===== config.mk =====
export PLATFORM = sky130hd
export DESIGN_NAME = otter_crypto_unit
export DESIGN_NICKNAME = d
export VERILOG_FILES = /design/src/rtl/otter_crypto_unit.sv
export SDC_FILE = /design/constraint.sdc
export NUM_CORES = 1
export LEC_CHECK = 0
export CAP_MARGIN = 5
export CORE_ASPECT_RATIO = 1.1
export CORE_UTILIZATION = 25
export CTS_CLUSTER_SIZE = 25
export DETAILED_ROUTE_END_ITERATION = 10
export SLEW_MARGIN = 20
export SYNTH_ARGS = -nofsm -noshare
export SYNTH_HDL_FRONTEND = slang
export SYNTH_SLANG_ARGS = --single-unit

===== constraint.sdc =====
create_clock -name CLK -period 4.6 [get_ports CLK]
set_clock_uncertainty 0.15 [all_clocks]
set_input_delay 1.38 -clock CLK [delete_from_list [all_inputs] [get_ports CLK]]
set_output_delay 1.38 -clock CLK [all_outputs]
set_load 0.02 [all_outputs]

===== src/rtl/otter_crypto_unit.sv =====
// otter_crypto_unit: multi-cycle Feistel execution unit for the OTTER ENCRY
// instruction (func3 010 = encrypt, 011 = decrypt). A 32-bit block is split
// into 16-bit halves, and the unit runs one round per clock behind a
// START/BUSY/DONE handshake.
// Optional build macro CRYPTO_UNROLL2_EN: evaluate two rounds per RUN cycle.
// Its results are bit-identical to the single-round build.
module otter_crypto_unit #(
   parameter int unsigned ROUNDS = 8,
   parameter int unsigned KEY_W  = 32
) (
   input  logic             CLK,
   input  logic             RST_N,
   input  logic             START,
   input  logic             CRYPTO_SEL,
   input  logic [31:0]      DATA_IN,
   input  logic [KEY_W-1:0] KEY_IN,
   output logic             BUSY,
   output logic             DONE,
   output logic [31:0]      RESULT
);

   localparam int unsigned HALF_W = 16;
   localparam int unsigned BLK_W  = 2 * HALF_W;
   localparam int unsigned CNT_W  = 4;
   localparam logic [CNT_W-1:0] LAST_IDX = CNT_W'(ROUNDS - 1);

   typedef enum logic [1:0] {
      S_IDLE = 2'd0,
      S_RUN  = 2'd1,
      S_FIN  = 2'd2
   } state_e;

   state_e state_q, state_d;

   logic [HALF_W-1:0] l_q, l_d;
   logic [HALF_W-1:0] r_q, r_d;
   logic [KEY_W-1:0]  key_q, key_d;
   logic              mode_q, mode_d;
   logic [CNT_W-1:0]  cnt_q, cnt_d;
   logic              busy_q, busy_d;
   logic              done_q, done_d;
   logic [BLK_W-1:0]  result_q, result_d;

   // Round datapath results for the current RUN cycle
   logic [BLK_W-1:0]  step1_c;
   logic [BLK_W-1:0]  lr_c;
   logic              last_c;
   logic [CNT_W-1:0]  cnt_adv_c;

   // Round key: even indices use the low key half, odd indices the high half
   function automatic logic [HALF_W-1:0] round_key(input logic [KEY_W-1:0] key,
                                                   input logic [CNT_W-1:0] idx);
      logic [HALF_W-1:0] base;
      base = idx[0] ? key[31:16] : key[15:0];
      return base ^ HALF_W'(idx);
   endfunction

   // F(x,k): rotate-left-by-3 XOR 16-bit wrapping sum
   function automatic logic [HALF_W-1:0] feistel_f(input logic [HALF_W-1:0] x,
                                                   input logic [HALF_W-1:0] k);
      logic [HALF_W-1:0] sum;
      sum = x + k;
      return {x[12:0], x[15:13]} ^ sum;
   endfunction

   // One Feistel round on {L,R}; decrypt undoes the encrypt round of the same index
   function automatic logic [BLK_W-1:0] do_round(input logic             dec,
                                                 input logic [BLK_W-1:0] lr,
                                                 input logic [KEY_W-1:0] key,
                                                 input logic [CNT_W-1:0] idx);
      logic [HALF_W-1:0] l;
      logic [HALF_W-1:0] r;
      logic [HALF_W-1:0] k;
      l = lr[BLK_W-1:HALF_W];
      r = lr[HALF_W-1:0];
      k = round_key(key, idx);
      if (dec) begin
         return {r ^ feistel_f(l, k), l};
      end
      return {r, l ^ feistel_f(r, k)};
   endfunction

`ifdef CRYPTO_UNROLL2_EN
   logic [BLK_W-1:0] step2_c;
   logic [CNT_W-1:0] cnt_nx_c;
   logic             has_second_c;

   // Two rounds per cycle; the second is skipped when only one index remains
   always_comb begin
      step1_c      = do_round(mode_q, {l_q, r_q}, key_q, cnt_q);
      cnt_nx_c     = mode_q ? (cnt_q - CNT_W'(1)) : (cnt_q + CNT_W'(1));
      has_second_c = mode_q ? (cnt_q != '0) : (cnt_q != LAST_IDX);
      step2_c      = do_round(mode_q, step1_c, key_q, cnt_nx_c);
      lr_c         = has_second_c ? step2_c : step1_c;
      last_c       = mode_q ? (cnt_q <= CNT_W'(1))
                            : ((5'(cnt_q) + 5'd1) >= 5'(LAST_IDX));
      cnt_adv_c    = mode_q ? (cnt_q - CNT_W'(2)) : (cnt_q + CNT_W'(2));
   end
`else
   // One round per cycle; encrypt ascends to ROUNDS-1, decrypt descends to 0
   always_comb begin
      step1_c   = do_round(mode_q, {l_q, r_q}, key_q, cnt_q);
      lr_c      = step1_c;
      last_c    = mode_q ? (cnt_q == '0) : (cnt_q == LAST_IDX);
      cnt_adv_c = mode_q ? (cnt_q - CNT_W'(1)) : (cnt_q + CNT_W'(1));
   end
`endif

   // State and datapath registers
   always_ff @(posedge CLK or negedge RST_N) begin
      if (!RST_N) begin
         state_q  <= S_IDLE;
         l_q      <= '0;
         r_q      <= '0;
         key_q    <= '0;
         mode_q   <= 1'b0;
         cnt_q    <= '0;
         busy_q   <= 1'b0;
         done_q   <= 1'b0;
         result_q <= '0;
      end else begin
         state_q  <= state_d;
         l_q      <= l_d;
         r_q      <= r_d;
         key_q    <= key_d;
         mode_q   <= mode_d;
         cnt_q    <= cnt_d;
         busy_q   <= busy_d;
         done_q   <= done_d;
         result_q <= result_d;
      end
   end

   // Next-state logic; START is only honoured in IDLE
   always_comb begin
      state_d = state_q;
      case (state_q)
         S_IDLE:  if (START)  state_d = S_RUN;
         S_RUN:   if (last_c) state_d = S_FIN;
         S_FIN:   state_d = S_IDLE;
         default: state_d = S_IDLE;
      endcase
   end

   // Datapath and output next values; BUSY/DONE follow the next state
   always_comb begin
      l_d      = l_q;
      r_d      = r_q;
      key_d    = key_q;
      mode_d   = mode_q;
      cnt_d    = cnt_q;
      result_d = result_q;
      busy_d   = (state_d == S_RUN);
      done_d   = (state_d == S_FIN);
      case (state_q)
         S_IDLE: begin
            if (START) begin
               l_d    = DATA_IN[31:16];
               r_d    = DATA_IN[15:0];
               key_d  = KEY_IN;
               mode_d = CRYPTO_SEL;
               cnt_d  = CRYPTO_SEL ? LAST_IDX : '0;
            end
         end
         S_RUN: begin
            l_d = lr_c[BLK_W-1:HALF_W];
            r_d = lr_c[HALF_W-1:0];
            if (last_c) begin
               result_d = lr_c;
            end else begin
               cnt_d = cnt_adv_c;
            end
         end
         default: ;
      endcase
   end

   assign BUSY   = busy_q;
   assign DONE   = done_q;
   assign RESULT = result_q;

endmodule


==> results of run 1 <==
[through the flow]
step           hold slack (ps)  util, %  cells
6_report                   342     32.2   1168
5_1_grt                    357     32.2   1168
4_1_cts                    351     32.2   1168
3_5_place_dp               334     31.0   1152
3_3_place_gp               327     31.0   1152
2_1_floorplan              325        -    722
[layer usage]
metal / part of all wire, % / vias up / routed length, µm
met5: 0 / - / 0
met4: 1.9 / 0 / 374
met3: 5.5 / 22 / 1090
met2: 45 / 149 / 9030
met1: 48 / 2631 / 9530
li1: - / 2736 / -
[cell usage after synthesis (all sizes together), types with 5 or more instances]
| cell | instances |
|---|---|
| mux2i | 6 |
| inv | 17 |
| nor2 | 78 |
| o211ai | 7 |
| a211oi | 6 |
| or3 | 8 |
| o21ai | 51 |
| nand3b | 5 |
| o21a | 7 |
| a21o | 19 |
| and3 | 12 |
| clkbuf | 33 |
| nor3 | 6 |
| a21oi | 78 |
| ha | 34 |
| nand3 | 14 |
| or4 | 5 |
| a31oi | 7 |
| xor2 | 30 |
| xnor2 | 54 |
| nor3b | 5 |
| mux2 | 44 |
| dfrtp | 105 |
| nand2 | 46 |
[flip-flops by register name, indices dropped and copies added, names as in the netlist]
signal	flops
mode_q	1
l_q	16
RESULT	32
key_q	32
state_q	2
cnt_q	4
DONE	1
BUSY	1
r_q	16
[area by class of cell]
| type | count | area (µm²) | share of cell area, % |
|---|---|---|---|
| timing repair buffer | 115 | 1130 | 13.3 |
| clock inverter | 5 | 62.6 | 0.741 |
| inverter | 17 | 63.8 | 0.756 |
| multi-input combinational | 563 | 3870 | 45.9 |
| clock buffer | 11 | 243 | 2.88 |
| sequential | 105 | 2630 | 31.1 |
| tap | 352 | 440 | 5.22 |
[how the worst max path moves through the flow]
stage / start / to / slack, ps / cells past startpoint
2_1_floorplan: cnt_q[0] / l_q[14] / 750 / 15
3_3_place_gp: cnt_q[0] / l_q[14] / 880 / 12
3_5_place_dp: cnt_q[0] / l_q[14] / 790 / 12
4_1_cts: cnt_q[0] / l_q[14] / 760 / 12
5_1_grt: cnt_q[0] / l_q[14] / 500 / 12
6_report: cnt_q[0] / l_q[14] / 770 / 12
[cells by family after synthesis]
family / synth area share, %
AO/OA/AOI/OAI: 17.8
XOR/XNOR: 11.0
adder cells (fa/ha/maj): 7.25
buffers and inverters: 3.08
flip-flops: 39.3
multiplexers: 8.30
AND/OR/NAND/NOR: 13.3
==> results, run 1 <==
- The run finished with clean final reports.
- The most used routing layer in global routing is met2.
- The number of pins exceeding their max-slew limit in the final report is 0.
- The growth of design area from synthesis to finish is 26.1%.
- The predominant post-synthesis flop cell is sky130_fd_sc_hd__dfrtp_1.
- For this run, the detailed router's first-pass iteration total came to 5.
- Summed over its instances, the top area cell type makes up 39.3% of the synthesized netlist area.
- The detailed-placement wirelength estimate is 15.3 mm.
- At the end of routability-driven placement, the weighted congestion stood at about 0.86.
- The detailed-route vias per instance is about 4.7.
- The worst hold-check path type is flip-flop to flip-flop.
- Synthesis inferred between 100 and 150 register bits.
- The average detailed-routed wire length per instance is about 17 µm.
- The clock edge transition at the registers on the reported setup and hold paths is ~70 ps.
- The number of diodes is 0.
- The clock latency on the worst-skew pair is ~360 ps.
- The die width is about 160 µm.
- Global routing used 21.1% of the available met1 tracks.
- Counting along the longest clock path gives a buffer depth of 2.
- The fraction of registers with async set/reset is 100%.
- A synthesized cell averages 9.27 µm².
- The setup slack after placement is 785 ps.
- The total number of H-tree levels is 3.
- The number of setup violations in the final report is 0.
- The die covers between 20000 and 30000 µm².
- The quantity of hold-fixing buffers added after cts is 0.
- The number of placement rows is 62.
- The first global-routing pass estimated 31.6 mm of wire.
- The number of global-route vias before repair was 5588.
- The number of buffers and inverters on the critical path is 1.
- Global routing consumed, on the met2 layer, 23.8% of the routing resources.
- The routed design has 20.0 mm of wire.
- The worst endpoint data arrival time is a little under 4000 ps.
- The number of placed I/O pins is 102.
- In this run the critical register-to-register path is launched from cnt_q[0].
- The initial antenna violation count is 0.
- The global route total overflow is 0.
- In the final design database the tool counted 916 nets.
- The critical hold path startpoint is RESULT[15].
- The library cell used most frequently in the layout, excluding fill and tap cells, is sky130_fd_sc_hd__dfrtp_1.
- Leaving out fill and tap cells, the most frequent cells in the layout are 105 x sky130_fd_sc_hd__dfrtp_1, 100 x sky130_fd_sc_hd__clkdlybuf4s50_1, 77 x sky130_fd_sc_hd__nor2_1, 77 x sky130_fd_sc_hd__a21oi_1, 54 x sky130_fd_sc_hd__xnor2_1.
- In the final layout, the share of cells above drive strength 1 is about a tenth.
- The worst register-to-register path ends at l_q[14].
- The number of maximum-capacitance violations is 0.
- The netlist area before placement is 6690 µm².
- The die is 174 µm tall.
- The core region is 26200 µm².
- By area the synthesized netlist is led by sky130_fd_sc_hd__dfrtp_1 39%, sky130_fd_sc_hd__mux2_2 7.4%, sky130_fd_sc_hd__xnor2_1 7.1%.
- The actual slew at the worst max-slew pin is a little under 900 ps.
- The worst reg2reg path depth is 12.
- After the first detailed-routing iteration, the DRC count stood at about 300.
- With fillers left out, the area of the finished cells amounts to between 8000 and 9000 µm².
- The count of fill cells added during filler insertion is around 2800.
- The detailed router placed 5538 vias in this run.
- The worst path setup slack after routing is 774 ps.
- Setup repair after global routing left no endpoint under its margin.
- The post-cts resize count is 0.
- The sequential area share after synthesis is 39.3%.
- The largest fanout on the critical path is 11.
- The type of origin of the critical path is a flip-flop.
- The setup check on the worst reg-to-reg path leaves a slack of 770 ps.
- The number of nets with antenna violations after detailed routing is 0.
- The number of nets handed over by synthesis was 827.
- In this run, distinct cell masters in the synthesized netlist total 50.
- The post-CTS setup repair buffer count is 0.
- The family of cells with the greatest summed delay on the critical path is compound AO/OA/AOI/OAI gates.
- STA classifies the critical path endpoint as a flip-flop.
- The endpoint with the worst hold slack is RESULT[15].
- The cell count after synthesis came out at 722.
- The worst setup path is of the flip-flop to flip-flop kind.
- Yosys mapped a number of flops with a built-in enable equal to 0.
- The clock sink count is 105.
- Counting instances, the worst hold path has a depth of 1.
- For the worst setup path, the data required time is 4680 ps.
- After routing, the total negative slack on setup checks comes to 0 ps.
- For this design, the slowest cell found on the critical path is sky130_fd_sc_hd__dfrtp_1.
- Global routing consumed, on the met3 layer, 2.83% of the routing resources.
- The TritonCTS clock tree is yes.
- The share of the clock period used by the worst path after layout is 83.2%.
- The worst relative slew slack is 41.7%.
- The global-route total usage across every layer is 15.2%.
- Timing would allow up to 261 MHz.
- For this configuration, the core starts out at a cell density of 25.5%.
- The critical path goes through mux2i_1 > xnor2_1 > inv_1 > fa_1 > nand3b_1 > a311o_1 > a31oi_1 > o2111ai_1 > and3_1 > o21ai_0 > xor2_1 > o221ai_1.
- The DRC violation count after routing is 0.
- The quantity of I/O buffers inserted on ports is 101.
- The TritonCTS buffer count is 9.
- The buffer cell driving the clock tree root is sky130_fd_sc_hd__clkbuf_16.
- The number of hold violations in the final report is 0.
- The largest stage delay on the critical path is 600 ps.
- The Yosys step of the flow raised 0 warnings.
- In this run the cell area measured after placement is between 8000 and 9000 µm².
- Entering global routing, the biggest net connects 57 pins.
- The time the final worst path needs with I/O delays and setup is 3830 ps.
- The leading area contributor after synthesis is sky130_fd_sc_hd__dfrtp_1.
Power of run 1 is left out: the tool's default activity adds up to more than one toggle a clock period on the data nets, which glitch-free logic cannot reach.
==> run 2, diff against run 1 <==
Clock period 4.6 ns to 3.83 ns, I/O delays scaled along.
==> run 2 against run 1 <==
  * First-iteration DRC count up 9.6%
  * Via count decreased by 0.18%
  * Wire length shrank 1.5%
  * Count of clock-buffer cells in the layout is 1 higher
  * Register-to-register slack got worse by 490 ps
  * Setup slack got worse by 490 ps
  * Critical path type unchanged
  * Largest cell class unchanged
==> results, run 2 (same netlist as run 1, synthesis figures left out) <==
- The clock edge transition at the registers on the reported setup and hold paths came to 80 ps (about the same).
- The number of placed I/O pins is 102 (unchanged).
- The number of diodes came to 0 (unchanged).
- The wire length of the first global-routing pass is 31.3 mm (-0.68%).
- The worst hold path belongs to the class flip-flop to flip-flop.
- The total routed wirelength was 19.7 mm (-1.5%).
- The element type at the critical path end is a flip-flop.
- The number of maximum-capacitance violations is 0 (unchanged).
- The global-route total usage across every layer was 15.1% (-0.11 points).
- The quantity of I/O buffers inserted on ports is 101 (unchanged).
- The net total in the final layout is 921 (+0.55%).
- The number of setup violations in the final report was 0 (unchanged).
- The worst endpoint data arrival time is 3620 ps (-280 ps).
- In this run the clock root is driven by a sky130_fd_sc_hd__clkbuf_16.
- The number of hold violations in the final report is 0 (unchanged).
- The global route total overflow is 0 (unchanged).
- The starting utilization of the core area came to 25.5% (unchanged).
- The flow ran to the end, and the final reports show no timing, DRC or antenna violations.
- The time the final worst path needs with I/O delays and setup is 3540 ps (-285 ps).
- The floorplan die area is 27400 µm² (unchanged).
- The number of iterations in the first detailed-routing pass is 5 (unchanged).
- The largest net degree at the start of global routing is 106 (+86%).
- The initial antenna violation count is 0 (unchanged).
- The DRC violation count after routing is 0 (unchanged).
- The setup TNS is 0 ps (unchanged).
- The library cell used most frequently in the layout, excluding fill and tap cells, is sky130_fd_sc_hd__dfrtp_1.
- The via count came to 5528 (-0.18%).
- The largest fanout on the critical path was 7 (-4).
- The type of origin of the critical path is a flip-flop.
- Setup repair after global routing left no endpoint under its margin.
- The number of nets with antenna violations after detailed routing is 0 (unchanged).
- The clock latency on the worst-skew pair is 360 ps (about the same).
- TritonCTS built the clock tree.
- The detailed-route vias per instance is 4.71 (-0.61%).
- The detailed-placement wirelength estimate came to 15.2 mm (-0.76%).
- The worst-case clock buffer depth is 2 (unchanged).
- The number of pins exceeding their max-slew limit in the final report is 0 (unchanged).
- The share of the clock period used by the worst path after layout came to 92.4% (+9.3 points).
- The weighted congestion reported at the end of routability-driven placement is 0.898 (+4.2%).
- The achievable clock frequency is 282 MHz (+8.0%).
- The die width came to 158 µm (unchanged).
- The critical path required time is 3910 ps (-770 ps).
- The fraction of layout instances using a drive strength above 1 is 11.1% (+0.91 points).
- The clock sink count came to 105 (unchanged).
- The share of the core filled with cells in the final layout is 32.4% (+0.20 points).
- The count of routing violations after the opening detailed-route iteration is 332 (+9.6%).
- The final design instance area without fill was 8490 µm² (+0.62%).
- The number of global-route vias before repair came to 5576 (-0.21%).
- The number of placement rows is 62 (unchanged).
- The vertical die dimension was 174 µm (unchanged).
- The area of the core is 26200 µm² (unchanged).
- The category of the most critical setup path is flip-flop to flip-flop.
- The TritonCTS buffer count is 9 (unchanged).
- The average detailed-routed wire length per instance is 16.8 µm (-1.9%).
- The total number of H-tree levels came to 3 (unchanged).
- The area growth from synthesis to layout is 26.8%.
- The total placed instance area is 8180 µm² (+0.62%).
- The top cell types in the final layout, fill and taps aside, are 104 x sky130_fd_sc_hd__dfrtp_1, 100 x sky130_fd_sc_hd__clkdlybuf4s50_1, 77 x sky130_fd_sc_hd__nor2_1, 77 x sky130_fd_sc_hd__a21oi_1, 53 x sky130_fd_sc_hd__xnor2_1.
- The worst relative slew slack is 42.8% (+1.0 points).
- The actual slew at the worst max-slew pin is 858 ps (-15.5 ps).
-- run 2: repair_timing --
action | in CTS | in global routing
setup endpoints to repair | 0 | 5
setup buffers | 0 | 0
resized for setup | 0 | 2
hold buffers | 0 | 0
-- run 2: metrics by stage --
stage / instances / worst slack (ps) / hold slack [ps]
after floorplan: 722 / 145 / 325
after global placement: 1157 / 286 / 324
after global routing: 1173 / 31.3 / 370
after detailed placement: 1157 / 206 / 335
after CTS: 1173 / 173 / 353
final: 1173 / 289 / 350
-- run 2: cell type report --
type,count,area [µm²]
Fill cell,2783,17700
Clock buffer,12,267
Tap cell,352,440
Multi-Input combinational cell,563,3880
Inverter,17,63.8
Clock inverter,4,32.5
Timing Repair Buffer,120,1180
Sequential cell,105,2630
-- run 2: critical path, stage by stage, from the launching register on --
cell	delay, ps
sky130_fd_sc_hd__dfrtp_2	440
sky130_fd_sc_hd__mux2i_1	300
sky130_fd_sc_hd__xnor2_2	180
sky130_fd_sc_hd__inv_1	120
sky130_fd_sc_hd__fa_1	430
sky130_fd_sc_hd__nand3b_1	190
sky130_fd_sc_hd__a311o_1	410
sky130_fd_sc_hd__a31oi_1	280
sky130_fd_sc_hd__o2111ai_1	160
sky130_fd_sc_hd__and3_1	170
sky130_fd_sc_hd__o21ai_0	230
sky130_fd_sc_hd__xor2_1	220
sky130_fd_sc_hd__o221ai_1	130
-- run 2: path summary, 6_finish.rpt --
check,startpoint,slack [ps],endpoint,depth (start not counted)
max in group asynchronous,RST_N,2350,cnt_q[0],2
min,RESULT[15],350,RESULT[15],1
max,cnt_q[0],290,l_q[14],12
min in group asynchronous,RST_N,710,RESULT[20],2
max reg2reg,cnt_q[0],290,l_q[14],12
min reg2reg,RESULT[15],350,RESULT[15],1
-- run 2: per-layer routing --
metal	share of wire, %	GRT usage (%)	wire, µm
met1	50	21.3	9780
met2	45	23.9	8780
met3	4.9	2.55	961
met4	1.0	3.77	201
met5	0	0	0
Power of run 2 is left out for the same reason.
